File: config.mk
export PLATFORM = sky130hd
export DESIGN_NAME = pipe_stage_reg_flat
export DESIGN_NICKNAME = d
export VERILOG_FILES = /design/src/rtl/cpu_pipe_pkg.sv /design/src/rtl/pipe_stage_reg_if.sv /design/src/rtl/pipe_skid_slot.sv /design/src/rtl/pipe_stage_reg.sv /design/src/flat_wrapper.sv
export SDC_FILE = /design/constraint.sdc
export NUM_CORES = 1
export LEC_CHECK = 0
export ABC_AREA = 1
export CORE_UTILIZATION = 40
export CTS_CLUSTER_DIAMETER = 150
export DETAILED_ROUTE_END_ITERATION = 6
export GPL_TIMING_DRIVEN = 0
export PLACE_DENSITY = 0.88
export SYNTH_ARGS = -nofsm -noshare
export SYNTH_HDL_FRONTEND = slang
export SYNTH_SLANG_ARGS = --single-unit
File: constraint.sdc
create_clock -name clk -period 1.7 [get_ports clk]
set_input_delay 0.34 -clock clk [delete_from_list [all_inputs] [get_ports clk]]
set_output_delay 0.34 -clock clk [all_outputs]
set_load 0.02 [all_outputs]
File: src/rtl/cpu_pipe_pkg.sv
// Shared CPU pipeline definitions: instruction width, bubble encoding, per-stage payload layouts.
// Used by pipe_stage_reg (optional skid entry: PIPE_STAGE_SKID_EN).
package cpu_pipe_pkg;

  localparam int          INST_W   = 32;
  localparam logic [31:0] NOP_INST = 32'hFF000000;

  localparam int IFID_DATA_W  = 32;
  localparam int IDEX_DATA_W  = 156;
  localparam int EXMEM_DATA_W = 134;
  localparam int MEMWB_DATA_W = 69;

  typedef struct packed {
    logic [31:0] pc4;
  } ifid_data_t;

  typedef struct packed {
    logic [31:0] pc4;
    logic [31:0] rs1_val;
    logic [31:0] rs2_val;
    logic [31:0] imm;
    logic [4:0]  rd;
    logic [22:0] ctrl;
  } idex_data_t;

  typedef struct packed {
    logic [31:0] pc4;
    logic [31:0] alu_res;
    logic [31:0] store_val;
    logic [31:0] branch_tgt;
    logic [4:0]  rd;
    logic        mem_we;
  } exmem_data_t;

  typedef struct packed {
    logic [31:0] wb_data;
    logic [31:0] pc4;
    logic [4:0]  rd;
  } memwb_data_t;

  // What the main entry does on the coming edge.
  typedef enum logic [2:0] {
    ACT_HOLD,
    ACT_FLUSH,
    ACT_LOAD,
    ACT_DRAIN,
    ACT_PROMOTE
  } stage_act_e;

  function automatic logic is_bubble(input logic [INST_W-1:0] inst);
    return inst == NOP_INST;
  endfunction

endpackage

File: src/rtl/pipe_stage_reg_if.sv
// Upstream/downstream handshake bundle of one pipeline stage register.
// master = the hazard unit / neighbouring stages, slave = the stage register itself.
interface pipe_stage_reg_if #(
  parameter int INST_W = 32,
  parameter int DATA_W = 96
) ();

  logic              in_valid;
  logic              in_ready;
  logic [INST_W-1:0] in_inst;
  logic [DATA_W-1:0] in_data;
  logic              flush;
  logic              out_valid;
  logic              out_ready;
  logic [INST_W-1:0] out_inst;
  logic [DATA_W-1:0] out_data;

  modport master (
    output in_valid, in_inst, in_data, flush, out_ready,
    input  in_ready, out_valid, out_inst, out_data
  );

  modport slave (
    input  in_valid, in_inst, in_data, flush, out_ready,
    output in_ready, out_valid, out_inst, out_data
  );

endinterface

File: src/rtl/pipe_skid_slot.sv
// Single valid+data holding register with clear-over-load priority; the skid entry
// of pipe_stage_reg, only built when PIPE_STAGE_SKID_EN is defined.
`ifdef PIPE_STAGE_SKID_EN
module pipe_skid_slot #(
  parameter int W = 128
) (
  input  logic         clk,
  input  logic         rst_n,
  input  logic         load,
  input  logic         clear,
  input  logic [W-1:0] d,
  output logic         valid,
  output logic [W-1:0] q
);

  logic         valid_reg;
  logic [W-1:0] q_reg;

  always_ff @(posedge clk or negedge rst_n) begin
    if (!rst_n) begin
      valid_reg <= 1'b0;
      q_reg     <= '0;
    end else if (clear) begin
      valid_reg <= 1'b0;
    end else if (load) begin
      valid_reg <= 1'b1;
      q_reg     <= d;
    end
  end

  assign valid = valid_reg;
  assign q     = q_reg;

endmodule
`endif

File: src/rtl/pipe_stage_reg.sv
// Elastic pipeline-stage register: valid/ready handshake, flush, NOP bubbles, saturating stall counter.
// Define PIPE_STAGE_SKID_EN to add a skid entry and register in_ready.
module pipe_stage_reg #(
  parameter int                INST_W   = cpu_pipe_pkg::INST_W,
  parameter int                DATA_W   = 96,
  parameter logic [INST_W-1:0] NOP_INST = INST_W'(cpu_pipe_pkg::NOP_INST),
  parameter int                CNT_W    = 16
) (
  input  logic             clk,
  input  logic             rst_n,
  pipe_stage_reg_if.slave  bus,
  output logic [CNT_W-1:0] stall_cnt
);

  import cpu_pipe_pkg::*;

  logic              main_valid_reg;
  logic [INST_W-1:0] main_inst_reg;
  logic [DATA_W-1:0] main_data_reg;
  logic [CNT_W-1:0]  stall_cnt_reg;

  logic       load;
  logic       drain;
  logic       stalled;
  stage_act_e act;

  assign load    = bus.in_valid & bus.in_ready;
  assign drain   = main_valid_reg & bus.out_ready;
  assign stalled = main_valid_reg & ~bus.out_ready;

`ifdef PIPE_STAGE_SKID_EN
  logic                     skid_valid;
  logic [INST_W+DATA_W-1:0] skid_q;
  logic                     skid_load;
  logic                     skid_clear;

  // The skid slot is the only thing that can refuse input, so ready comes straight off a flop.
  assign bus.in_ready = ~skid_valid;
  assign skid_load    = load & stalled & ~bus.flush;
  assign skid_clear   = bus.flush | (drain & skid_valid);

  pipe_skid_slot #(
    .W (INST_W + DATA_W)
  ) u_skid (
    .clk   (clk),
    .rst_n (rst_n),
    .load  (skid_load),
    .clear (skid_clear),
    .d     ({bus.in_inst, bus.in_data}),
    .valid (skid_valid),
    .q     (skid_q)
  );
`else
  assign bus.in_ready = ~main_valid_reg | bus.out_ready;
`endif

  // A skid word is older than anything on the input, so it wins the main entry on drain.
  always_comb begin
    act = ACT_HOLD;
    if (bus.flush) begin
      act = ACT_FLUSH;
    end
`ifdef PIPE_STAGE_SKID_EN
    else if (drain & skid_valid) begin
      act = ACT_PROMOTE;
    end
`endif
    else if (load & (~main_valid_reg | bus.out_ready)) begin
      act = ACT_LOAD;
    end else if (drain) begin
      act = ACT_DRAIN;
    end
  end

  always_ff @(posedge clk or negedge rst_n) begin
    if (!rst_n) begin
      main_valid_reg <= 1'b0;
      main_inst_reg  <= NOP_INST;
      main_data_reg  <= '0;
    end else begin
      case (act)
        ACT_FLUSH, ACT_DRAIN: begin
          main_valid_reg <= 1'b0;
          main_inst_reg  <= NOP_INST;
        end
        ACT_LOAD: begin
          main_valid_reg <= 1'b1;
          main_inst_reg  <= bus.in_inst;
          main_data_reg  <= bus.in_data;
        end
`ifdef PIPE_STAGE_SKID_EN
        ACT_PROMOTE: begin
          main_valid_reg <= 1'b1;
          {main_inst_reg, main_data_reg} <= skid_q;
        end
`endif
        default: begin
        end
      endcase
    end
  end

  // Counts every backpressured cycle, flush or not, and sticks at all-ones.
  always_ff @(posedge clk or negedge rst_n) begin
    if (!rst_n) begin
      stall_cnt_reg <= '0;
    end else if (stalled && (stall_cnt_reg != {CNT_W{1'b1}})) begin
      stall_cnt_reg <= stall_cnt_reg + CNT_W'(1);
    end
  end

  assign bus.out_valid = main_valid_reg;
  assign bus.out_inst  = main_inst_reg;
  assign bus.out_data  = main_data_reg;
  assign stall_cnt     = stall_cnt_reg;

endmodule

File: src/flat_wrapper.sv
// flat-port wrapper written by rule: the top's interface ports become plain ports
module pipe_stage_reg_flat import cpu_pipe_pkg::*;
#(
  parameter int                INST_W   = cpu_pipe_pkg::INST_W,
  parameter int                DATA_W   = 96,
  parameter logic [INST_W-1:0] NOP_INST = INST_W'(cpu_pipe_pkg::NOP_INST),
  parameter int                CNT_W    = 16
)
  (clk, rst_n, stall_cnt, bus_in_valid, bus_in_inst, bus_in_data, bus_flush, bus_out_ready, bus_in_ready, bus_out_valid, bus_out_inst, bus_out_data);
  pipe_stage_reg_if #(.INST_W(INST_W), .DATA_W(DATA_W)) bus_i ();
  input  logic clk;
  input  logic rst_n;
  output logic [CNT_W-1:0] stall_cnt;
  input wire logic [$bits(bus_i.in_valid)-1:0] bus_in_valid;
  input wire logic [$bits(bus_i.in_inst)-1:0] bus_in_inst;
  input wire logic [$bits(bus_i.in_data)-1:0] bus_in_data;
  input wire logic [$bits(bus_i.flush)-1:0] bus_flush;
  input wire logic [$bits(bus_i.out_ready)-1:0] bus_out_ready;
  output wire logic [$bits(bus_i.in_ready)-1:0] bus_in_ready;
  output wire logic [$bits(bus_i.out_valid)-1:0] bus_out_valid;
  output wire logic [$bits(bus_i.out_inst)-1:0] bus_out_inst;
  output wire logic [$bits(bus_i.out_data)-1:0] bus_out_data;
  assign bus_i.in_valid = bus_in_valid;
  assign bus_i.in_inst = bus_in_inst;
  assign bus_i.in_data = bus_in_data;
  assign bus_i.flush = bus_flush;
  assign bus_i.out_ready = bus_out_ready;
  assign bus_in_ready = bus_i.in_ready;
  assign bus_out_valid = bus_i.out_valid;
  assign bus_out_inst = bus_i.out_inst;
  assign bus_out_data = bus_i.out_data;
  pipe_stage_reg #(.INST_W(INST_W), .DATA_W(DATA_W), .NOP_INST(NOP_INST), .CNT_W(CNT_W)) u_core (.clk(clk), .rst_n(rst_n), .bus(bus_i), .stall_cnt(stall_cnt));
endmodule
# Word-level counts from Yosys, hierarchy flattened
# Cells that the tools add are included.
# Widths: inputs -> output; s select.
[word_totals]
out_inout_bits = 146
regBits = 145
in_bits = 133
[op_classes]
n_eq_ne = 4
n_reduce_logical = 3
n_addsub = 1
bitwise_logic = 7
muxes = 5
[ops]
columns = ["cell", "n"]
rows = [
  ["$pmux 32 s2", 1],
  ["$add 16x1->16 const B", 1],
  ["$ne 16x16->1 const B", 1],
  ["$eq 3x2->1 const B", 2],
  ["$mux 3", 2],
  ["$and 1x1->1", 4],
  ["$eq 3x1->1 const B", 1],
  ["$mux 2", 1],
  ["$not 1->1", 2],
  ["$pmux 1 s2", 1],
  ["$reduce_bool 2->1", 1],
  ["$reduce_or 2->1", 1],
  ["$logic_and 1x1->1", 1],
  ["$or 1x1->1", 1],
]

# Logic depth before layout (Yosys ltp)
# Gate-level depths: netlist (run 1).
[logic_depth]
word_depth = 9
mapped_depth = 9
depth_no_buf = 8

# Least setup slack after synthesis (run 1)
# Ideal clock, no wire load.
[synth_path]
path_type = "register to register"
from = "register u_core.stall_cnt_reg[0] (netlist: u_core.stall_cnt[0])"
to = "register u_core.stall_cnt_reg[11] (netlist: u_core.stall_cnt[11])"
setup_slack_ns = 0.137
setup_ns = 0.118
path_buffers = 1
arrival_time_ns = 1.446
path_stages_with_launch = 10
period_less_slack_ns = 1.563
path_cell_list = "dfrtp_1 -> ha_1 -> nand3_1 -> inv_2 -> nand2_1 -> nor2_2 -> nor2_2 -> buf_6 -> nand2_1 -> nand2_1"
[synth_between]
elab_chain_len = 2
[synth_lines]
columns = ["item", "line_no", "text"]
rows = [
  ["start, declared", "pipe_stage_reg.sv:20", "logic [CNT_W-1:0] stall_cnt_reg;"],
  ["start signal, assigned", "pipe_stage_reg.sv:108", "stall_cnt_reg <= stall_cnt_reg + CNT_W'(1);"],
  ["branches (longest 2 deep; another with $add 16x1->16)", "--", ""],
]
# Parallel ways; which one is timed is not known.
# A chain may end at the register's enable or synchronous reset.

# Worst setup path after layout (run 1)
[layout_path]
from = "register u_core.main_inst_reg[24] (netlist: u_core.bus.out_inst[24])"
to = "output bus_out_inst[24]"
[layout_rtl]
columns = ["item", "line_no", "text"]
rows = [
  ["start, declared", "pipe_stage_reg.sv:18", "logic [INST_W-1:0] main_inst_reg;"],
  ["start signal, assigned", "pipe_stage_reg.sv:88", "main_inst_reg <= bus.in_inst;"],
  ["end, declared", "flat_wrapper.sv:21", "output wire logic [$bits(bus_i.out_inst)-1:0] bus_out_inst;"],
]
# No word-level cell between the ends.

==> reports/metrics.cfg, run 1 <==
[run_status]
status=completed

[clocking]
cts_buffer_depth=2
clk_latency_ns=0.41
cts.clk_slew.worst_paths_ns=0.06
htree_levels=4
cts_tree=yes
clock_sinks=145
clockRootBuffer=clkbuf_16
cts_buffers=17

[worst_setup_path]
crit_fanout=2
worstPathRequired_ns=1.36
slowest_stage=dfstp_2
endpoint=bus_out_inst[24]
r2r-end=u_core.stall_cnt[0]
r2r_slack_ns=0.13
critPathKind=flip-flop to output pin
critPathMaxStageDelay_ns=0.55
crit_cells=1
cp-startpoint=u_core.bus.out_inst[24]
rr_startpoint=u_core.stall_cnt[0]
critPathArrivalTime_ns=1.32
r2r_cells=9
worstSetupStartpointType=flip-flop
end_kind=output pin
cpLargestDelayFamily=flip-flops
crit_buf_inv=1
worstPathCellList=dlygate4sd2_1

[synth]
synth.cell_area_um2=6380
ys.flop_type=dfrtp_1
yosysMostFrequentCell=dfrtp_1
ys_types=29
synth_seq_cells=145
synthesis.instances=486
yosysSeqAreaShare=0.570
avgSynthCellArea_um2=13.1
synth_nets=620
async_flop_share=1.00
synth_warnings=0
synth_top_area_share=0.537
ys_top_cells_by_area=dfrtp_1, mux2_4, nand2_1
synthTopCellsByCount=dfrtp_1, mux2_4, nand2_1
synth_edf_count=0
yosys.area.top_type=dfrtp_1

[detailed_routing]
vias=4759
wirelength_mm=17.0
post_drt_wl_per_cell_um=16.8
firstDrtPassIters=4
drt_iter0_markers=169
ant_nets=0
viasPerCell=4.70
drc=0

[power_and_ir_drop]
vdd_drop_max_mv=0.766
leakage_nw=4.97
p_per_area_nw_per_um2=1100

[die]
core_um2=15400
num_io_pins=279
rows=45
initial_core_util=0.415
die_w_um=128
die_h_um=128
die-area_um2=16500

[place]
io_buffers=278
hpwl_mm=12.7
gp_congestion=0.825
placed_area_um2=9460
placed_cells=976

[cells_and_area]
fill_cells=1185
finalInstanceArea_um2=9970
fin_cells=1012
largest_reg_flops=96
drive_above_1_share=0.215
nets=922
area_growth_pct=56.3
diodes=0

[global_routing]
grt_pass1_vias=5004
grt_pass1_wl_mm=26.3
grt_overflow=0
antenna_found_initial=0
grt_max_degree=84
track_usage=0.210

[sta]
period_needed_ns=1.66
skew_ns=0.00736
fmax_ghz=0.603
rsz0062_at_grt=false
relSlewSlack=0.601
tightest_slew_ns=0.598
hold_viol_final=0
drv_slew=0
setup_violations=0
period_share=0.976

[worst_hold_path]
hp-class=primary input to flip-flop

[job]
max-cap-violations=0

per-stage QoR:
step / TNS, ns / util / power, mW / hold WS, ns / setup slack (ns)
global route: 0 / 0.649 / 11.4 / 0.480 / 0.0101
CTS: 0 / 0.646 / 11.0 / 0.464 / 0.00110
finish: 0 / 0.649 / 11.0 / 0.484 / 0.0406
detailed placement: -17.01 / 0.615 / 7.30 / 0.361 / -0.251
floorplan: 0 / - / 5.72 / 0.0444 / 0.137
global placement: -803.69 / 0.613 / 7.21 / 0.488 / -5.56
cell type report:
type                       instances  area, um^2  area share
multi-input combinational        276        2330       0.234
timing repair buffer             283        2670       0.268
sequential                       145        3640       0.365
tap                              211         264      0.0265
buffer                            20         253      0.0253
clock buffer                      20         467      0.0468
clock inverter                    12         179      0.0179
inverter                          45         169      0.0169
where the power goes:
group          switching (mW)  internal, mW
combinational            1.28          1.37
clock                    1.47          2.58
sequential              0.311          3.94
total                    3.07          7.89
how the worst min path moves through the flow:
stage / startpoint / endpoint / slack [ns] / depth (start not counted)
2_1_floorplan: rst_n / u_core.bus.out_data[0] / 0.04 / 0
3_3_place_gp: u_core.bus.out_data[47] / u_core.bus.out_data[47] / 0.49 / 1
3_5_place_dp: rst_n / u_core.bus.out_data[28] / 0.36 / 1
4_1_cts: bus_in_inst[11] / u_core.bus.out_inst[11] / 0.46 / 3
5_1_grt: bus_in_inst[5] / u_core.bus.out_inst[5] / 0.48 / 3
6_report: bus_in_inst[11] / u_core.bus.out_inst[11] / 0.48 / 3
logic make-up (layout without fill, tap and decap cells):
kind of cell | after synthesis | in the layout | share of synthesized area
AO/OA/AOI/OAI | 33 | 33 | 0.0280
XOR/XNOR | 7 | 7 | 0.00961
adder cells (fa/ha/maj) | 1 | 1 | 0.00196
buffers and inverters | 65 | 380 | 0.0661
flip-flops | 145 | 145 | 0.570
multiplexers | 96 | 96 | 0.221
AND/OR/NAND/NOR | 139 | 139 | 0.103
layout by cell type (no fill, tap or decap), types with 4 or more instances in the layout:
cell / instances
bufinv_16: 4
o22ai_1: 8
clkbuf_1: 6
clkbuf_16: 17
inv_1: 43
clkdlybuf4s50_1: 131
buf_12: 10
dlygate4sd2_1: 144
nand2_1: 73
nor2_1: 16
dfstp_2: 8
dfrtp_1: 136
nand4_1: 5
mux2_2: 8
nand3_1: 30
mux2_4: 88
xor2_1: 4
o21ai_0: 24
timing repair:
action	in CTS	in global routing
gates resized for setup	147	5
buffers inserted	0	3
gates cloned	0	0
hold buffers	1	0
endpoints found under the setup margin	146	15
hold endpoints to repair	62	0
layer usage:
layer / vias to the layer above / track usage / share of wire
met4: 0 / 0.0734 / 0.024
met5: - / 0 / 0
met1: 2328 / 0.235 / 0.38
met2: 182 / 0.376 / 0.53
met3: 31 / 0.0655 / 0.066
li1: 2218 / - / -
(Power assumes the default switching activity.)
==> run 2, diff against run 1 <==
- CAP_MARGIN: not set -> 30
- CORE_ASPECT_RATIO: not set -> 1.1
==> run 2 against run 1 <==
Net effect:
- die area hardly changed
- non-clock buffer count decreased by 1
- via count shrank 2.5%
- sequential share of layout area rose by 0.11 points
- worst setup slack got worse by 0.0085 ns
- clock skew grew 0.0025 ns
- design area down 0.29%
- combinational power hardly changed
- global-route usage about the same
- cell count decreased by 1.2%
==> reports/metrics.cfg, run 2 (synthesized netlist as in run 1, its figures left out) <==
[worst_setup_path]
endpoint=bus_out_inst[24]
end_kind=output pin
worstSetupStartpointType=flip-flop
worstPathRequired_ns=1.36  ; about the same
rr_startpoint=u_core.stall_cnt[0]
crit_buf_inv=1  ; unchanged
critPathKind=flip-flop to output pin
critPathArrivalTime_ns=1.33  ; about the same
r2r_cells=9  ; unchanged
critPathMaxStageDelay_ns=0.55  ; about the same
cpLargestDelayFamily=flip-flops
worstPathCellList=dlygate4sd2_1
r2r-end=u_core.stall_cnt[5]
slowest_stage=dfstp_2
r2r_slack_ns=0.14  ; about the same
cp-startpoint=u_core.bus.out_inst[24]
crit_fanout=2  ; unchanged
crit_cells=1  ; unchanged

[die]
die_w_um=122  ; -4.6%
die_h_um=134  ; +4.8%
rows=48  ; +6.7%
core_um2=15700  ; +2.0%
die-area_um2=16500  ; about the same
num_io_pins=279  ; unchanged
initial_core_util=0.407  ; -0.00805

[detailed_routing]
viasPerCell=4.64  ; -1.3%
drt_iter0_markers=242  ; +43%
firstDrtPassIters=4  ; unchanged
vias=4642  ; -2.5%
drc=0  ; unchanged
post_drt_wl_per_cell_um=17.1  ; +2.1%
ant_nets=0  ; unchanged
wirelength_mm=17.1  ; +0.94%

[cells_and_area]
final_cell_mix=dlygate4sd2_1, dfrtp_1, clkdlybuf4s50_1, mux2_4, nand2_1
finalInstanceArea_um2=9950  ; -0.29%
area_growth_pct=55.8
nets=921  ; -0.11%
largest_reg_flops=96  ; unchanged
drive_above_1_share=0.213  ; -0.00223
area.sequential_um2=3640  ; unchanged
multi_input_area_um2=2330  ; unchanged
diodes=0  ; unchanged
fill_cells=1233  ; +4.1%
layout_commonest_cell=dlygate4sd2_1

[run_status]
status=completed

[clocking]
cts_tree=yes
clk_latency_ns=0.42  ; about the same
cts_buffers=17  ; unchanged
cts.clk_slew.worst_paths_ns=0.06  ; about the same
htree_levels=4  ; unchanged
clock_sinks=145  ; unchanged
clockRootBuffer=clkbuf_16
cts_buffer_depth=2  ; unchanged

[place]
gp_congestion=0.838  ; +1.6%
hpwl_mm=12.5  ; -2.0%
io_buffers=278  ; unchanged
placed_area_um2=9440  ; -0.15%

[global_routing]
track_usage=0.210  ; about the same
grt_max_degree=76  ; -9.5%
grt_pass1_wl_mm=26.1  ; -0.79%
antenna_found_initial=0  ; unchanged
grt_overflow=0  ; unchanged
grt_pass1_vias=4820  ; -3.7%

[sta]
skew_ns=0.00991  ; +0.00255 ns
fmax_ghz=0.600  ; -0.51%
timing.hold.ws_ns=0.470  ; -0.0140 ns
tightest_slew_ns=0.664  ; +0.0659 ns
hold_viol_final=0  ; unchanged
period_share=0.981  ; +0.00497
rsz0062_at_grt=false
drv_slew=0  ; unchanged
period_needed_ns=1.67  ; +0.00845 ns
relSlewSlack=0.557  ; -0.0440
setup_violations=0  ; unchanged
tns_ns=0  ; unchanged

[power_and_ir_drop]
leakage_nw=4.97  ; about the same
p_per_area_nw_per_um2=1110  ; +0.84%
vdd_drop_max_mv=0.640  ; -16%

[job]
max-cap-violations=0  ; unchanged

[worst_hold_path]
hp-class=primary input to flip-flop

==> run 2: cell count changes in the layout (fill, tap and decap cells not counted) <==
cell,change
inv_6,-1
clkbuf_1,+1
clkinv_4,+3
clkbuf_8,-2
dlygate4sd2_1,+1
clkinvlp_4,-3
buf_12,-1
bufinv_16,+1
clkinv_2,+1
clkdlybuf4s15_1,-1
==> run 2: layout make-up <==
cell class              count  share of cell area
clock inverters            13              0.0210
clock buffers              19              0.0445
inverters                  45              0.0170
repair buffers            282               0.266
flip-flops and latches    145               0.366
multi-input cells         276               0.234
well taps                 200              0.0252
plain buffers              20              0.0254
==> run 2: where the power goes <==
group / switching, mW / internal (mW) / total, mW
combinational: 1.28 / 1.36 / 2.64
sequential: 0.305 / 3.94 / 4.24
clock: 1.48 / 2.65 / 4.13
total: 3.07 / 7.95 / 11.0
==> run 2: how the worst min path moves through the flow <==
stage | from | to | slack, ns | cells after the start
CTS | bus_in_inst[16] | u_core.bus.out_inst[16] | 0.46 | 3
global placement | u_core.bus.out_data[91] | u_core.bus.out_data[91] | 0.49 | 1
detailed placement | rst_n | u_core.bus.out_data[39] | 0.40 | 1
global route | bus_in_inst[1] | u_core.bus.out_inst[1] | 0.48 | 3
finish | bus_in_inst[16] | u_core.bus.out_inst[16] | 0.47 | 3
floorplan | rst_n | u_core.bus.out_data[0] | 0.04 | 0
==> run 2: timing repair <==
action / 4_1_cts / 5_1_grt
pin swaps: 0 / 0
gates resized for setup: 147 / 4
cloned: 0 / 0
hold buffers: 1 / 0
setup endpoints to repair: 146 / 14
endpoints found under the hold margin: 67 / 0
setup buffers: 0 / 2
==> run 2: metal layers <==
metal | part of all wire | vias to the layer above | GRT usage
met5 | 0 | - | 0
met4 | 0.025 | 0 | 0.0908
met3 | 0.048 | 28 | 0.0481
met2 | 0.52 | 157 | 0.349
met1 | 0.41 | 2240 | 0.260
li1 | - | 2217 | -
==> run 2: metrics by stage <==
step	power, mW	utilization	setup WS (ns)	instances
after global routing	11.4	0.634	0.0158	1000
final	11.0	0.634	0.0322	1000
after CTS	11.1	0.633	0.0129	998
after floorplan	5.72	-	0.137	486
after global placement	7.21	0.601	-5.51	964
after detailed placement	7.29	0.602	-0.272	965
==> run 3, diff against run 2 <==
- GPL_TIMING_DRIVEN: 0 -> not set
- HOLD_SLACK_MARGIN: not set -> 0.02
==> run 3 against run 2 <==
Net effect:
- die area is the same
- sequential share of layout area is essentially flat
- clock-buffer cell count grew 2
- critical path depth is the same
- core utilization shrank 0.064 points
- sequential power is essentially flat
- wire length grew 1.2%
- first-iteration DRC count shrank 30%
- highest routed layer unchanged
- combinational power grew 2%
- worst setup slack gained 0.015 ns
- largest power group unchanged
==> reports/metrics.cfg, run 3 (synthesized netlist as in run 1, its figures left out) <==
[sta]
rsz0062_at_grt=false
drv_slew=0  ; unchanged
hold_viol_final=0  ; unchanged
postLayoutSetupSlackWorst_ns=0.0470  ; +0.0148 ns
tightest_slew_ns=0.386  ; -0.279 ns
skew_ns=0.00792  ; -0.00198 ns
period_share=0.972  ; -0.00871
relSlewSlack=0.743  ; +0.186
period_needed_ns=1.65  ; -0.0148 ns
fmax_ghz=0.605  ; +0.90%
setup_violations=0  ; unchanged

[worst_setup_path]
end_kind=output pin
slowest_stage=dfstp_2
critPathMaxStageDelay_ns=0.55  ; about the same
cpLargestDelayFamily=flip-flops
crit_fanout=2  ; unchanged
crit_buf_inv=1  ; unchanged
r2r_cells=8  ; -1
r2r_slack_ns=0.16  ; +0.02 ns
r2r-end=u_core.stall_cnt[8]
critPathKind=flip-flop to output pin
worstSetupStartpointType=flip-flop
critPathArrivalTime_ns=1.31  ; -0.02 ns
worstPathCellList=dlygate4sd2_1
worstPathRequired_ns=1.36  ; about the same
rr_startpoint=u_core.stall_cnt[1]

[place]
dp_worst_setup_slack_ns=-0.227  ; +0.0446 ns
gp_congestion=0.787  ; -6.1%
hpwl_mm=12.8  ; +2.6%
placed_cells=976  ; +1.1%
io_buffers=278  ; unchanged

[global_routing]
grt_pass1_wl_mm=26.9  ; +3.0%
grt_pass1_vias=5089  ; +5.6%
grt_max_degree=42  ; -45%
gr-usage-met2=0.377  ; +0.0281
grt_overflow=0  ; unchanged
met3_usage=0.0587  ; +0.0106
antenna_found_initial=0  ; unchanged
grt_use_met1=0.247  ; -0.0126
grt-busiest-layer=met2
track_usage=0.217  ; +0.00668

[cells_and_area]
final_cell_mix=dlygate4sd2_1, dfrtp_1, clkdlybuf4s50_1, mux2_4, nand2_1
drive_above_1_share=0.223  ; +0.0103
layout_commonest_cell=dlygate4sd2_1
fin_cells=1008  ; +0.80%
diodes=0  ; unchanged
area_growth_pct=55.7
largest_reg_flops=96  ; unchanged
nets=930  ; +0.98%

[die]
initial_core_util=0.407  ; unchanged
die_h_um=134  ; unchanged
die_w_um=122  ; unchanged
rows=48  ; unchanged
num_io_pins=279  ; unchanged
core_um2=15700  ; unchanged
die-area_um2=16500  ; unchanged

[clocking]
cts_buffer_depth=2  ; unchanged
clock_sinks=145  ; unchanged
clockRootBuffer=clkbuf_16
clk_latency_ns=0.42  ; about the same
htree_levels=4  ; unchanged
cts.clk_slew.worst_paths_ns=0.06  ; about the same
cts_buffers=17  ; unchanged
cts_tree=yes
post_cts_buffers=0  ; unchanged

[power_and_ir_drop]
pwr-share-comb=0.253  ; +0.013
switching_share=0.287  ; +0.00879
switchingPower_mw=3.04  ; -0.88%
pwr-share-clk=0.346  ; -0.029
p_per_area_nw_per_um2=1070  ; -3.8%
p_int_mw=7.54  ; -5.1%
pwr-share-seq=0.401  ; +0.016
vdd_drop_max_mv=0.656  ; +2.5%
leakage_nw=4.98  ; +0.16%

[job]
max-cap-violations=0  ; unchanged

[detailed_routing]
firstDrtPassIters=4  ; unchanged
vias=4780  ; +3.0%
ant_nets=0  ; unchanged
drt_iter0_markers=170  ; -30%
post_drt_wl_per_cell_um=17.2  ; +0.38%
viasPerCell=4.74  ; +2.2%
drc=0  ; unchanged
wirelength_mm=17.3  ; +1.2%

[worst_hold_path]
hp-class=primary input to async pin

[run_status]
status=completed

run 3: stage by stage:
step	util	TNS [ns]	total power, mW	hold WS (ns)	instance area [um^2]
final	0.634	0	10.6	0.415	9940
after global routing	0.634	0	11.0	0.434	9940
after CTS	0.633	0	10.7	0.428	9930
after detailed placement	0.608	-11.00	7.33	0.278	9530
after global placement	0.608	-12.27	7.24	0.279	9530
after floorplan	-	0	5.72	0.0444	6380
run 3: routing by layer:
metal	up-vias	part of all wire
li1	2232	-
met1	2330	0.39
met2	179	0.53
met3	39	0.054
met4	0	0.028
met5	-	0
run 3: layout make-up:
type	instances	area [um^2]
Tap cell	200	250
Clock inverter	10	111
Sequential cell	145	3640
Multi-Input combinational cell	276	2330
Inverter	45	169
Timing Repair Buffer	311	2980
Clock buffer	21	460
Fill cell	1238	5740
run 3: worst max-delay path by stage:
stage	start	endpoint	slack, ns	depth (start not counted)
5_1_grt	u_core.stall_cnt[1]	u_core.stall_cnt[8]	0.002	8
3_3_place_gp	bus_out_ready	bus_in_ready	-0.25	4
2_1_floorplan	u_core.stall_cnt[0]	u_core.stall_cnt[11]	0.14	9
3_5_place_dp	bus_out_ready	bus_in_ready	-0.23	4
4_1_cts	u_core.bus.out_inst[24]	bus_out_inst[24]	0.02	1
6_report	u_core.bus.out_inst[24]	bus_out_inst[24]	0.05	1
run 3: power by group through the flow:
stage | clock, mW | sequential (mW) | combinational, mW
3_3_place_gp | 0 | 4.28 | 2.97
4_1_cts | 3.72 | 4.24 | 2.70
2_1_floorplan | 0 | 4.86 | 0.861
3_5_place_dp | 0 | 4.31 | 3.02
5_1_grt | 3.86 | 4.31 | 2.83
6_report | 3.66 | 4.25 | 2.68
run 3: repair_timing:
| item | in CTS | in global routing |
|---|---|---|
| setup endpoints to repair | 146 | 14 |
| endpoints found under the hold margin | 32 | 0 |
| resized for setup | 147 | 2 |
| hold buffers | 1 | 0 |
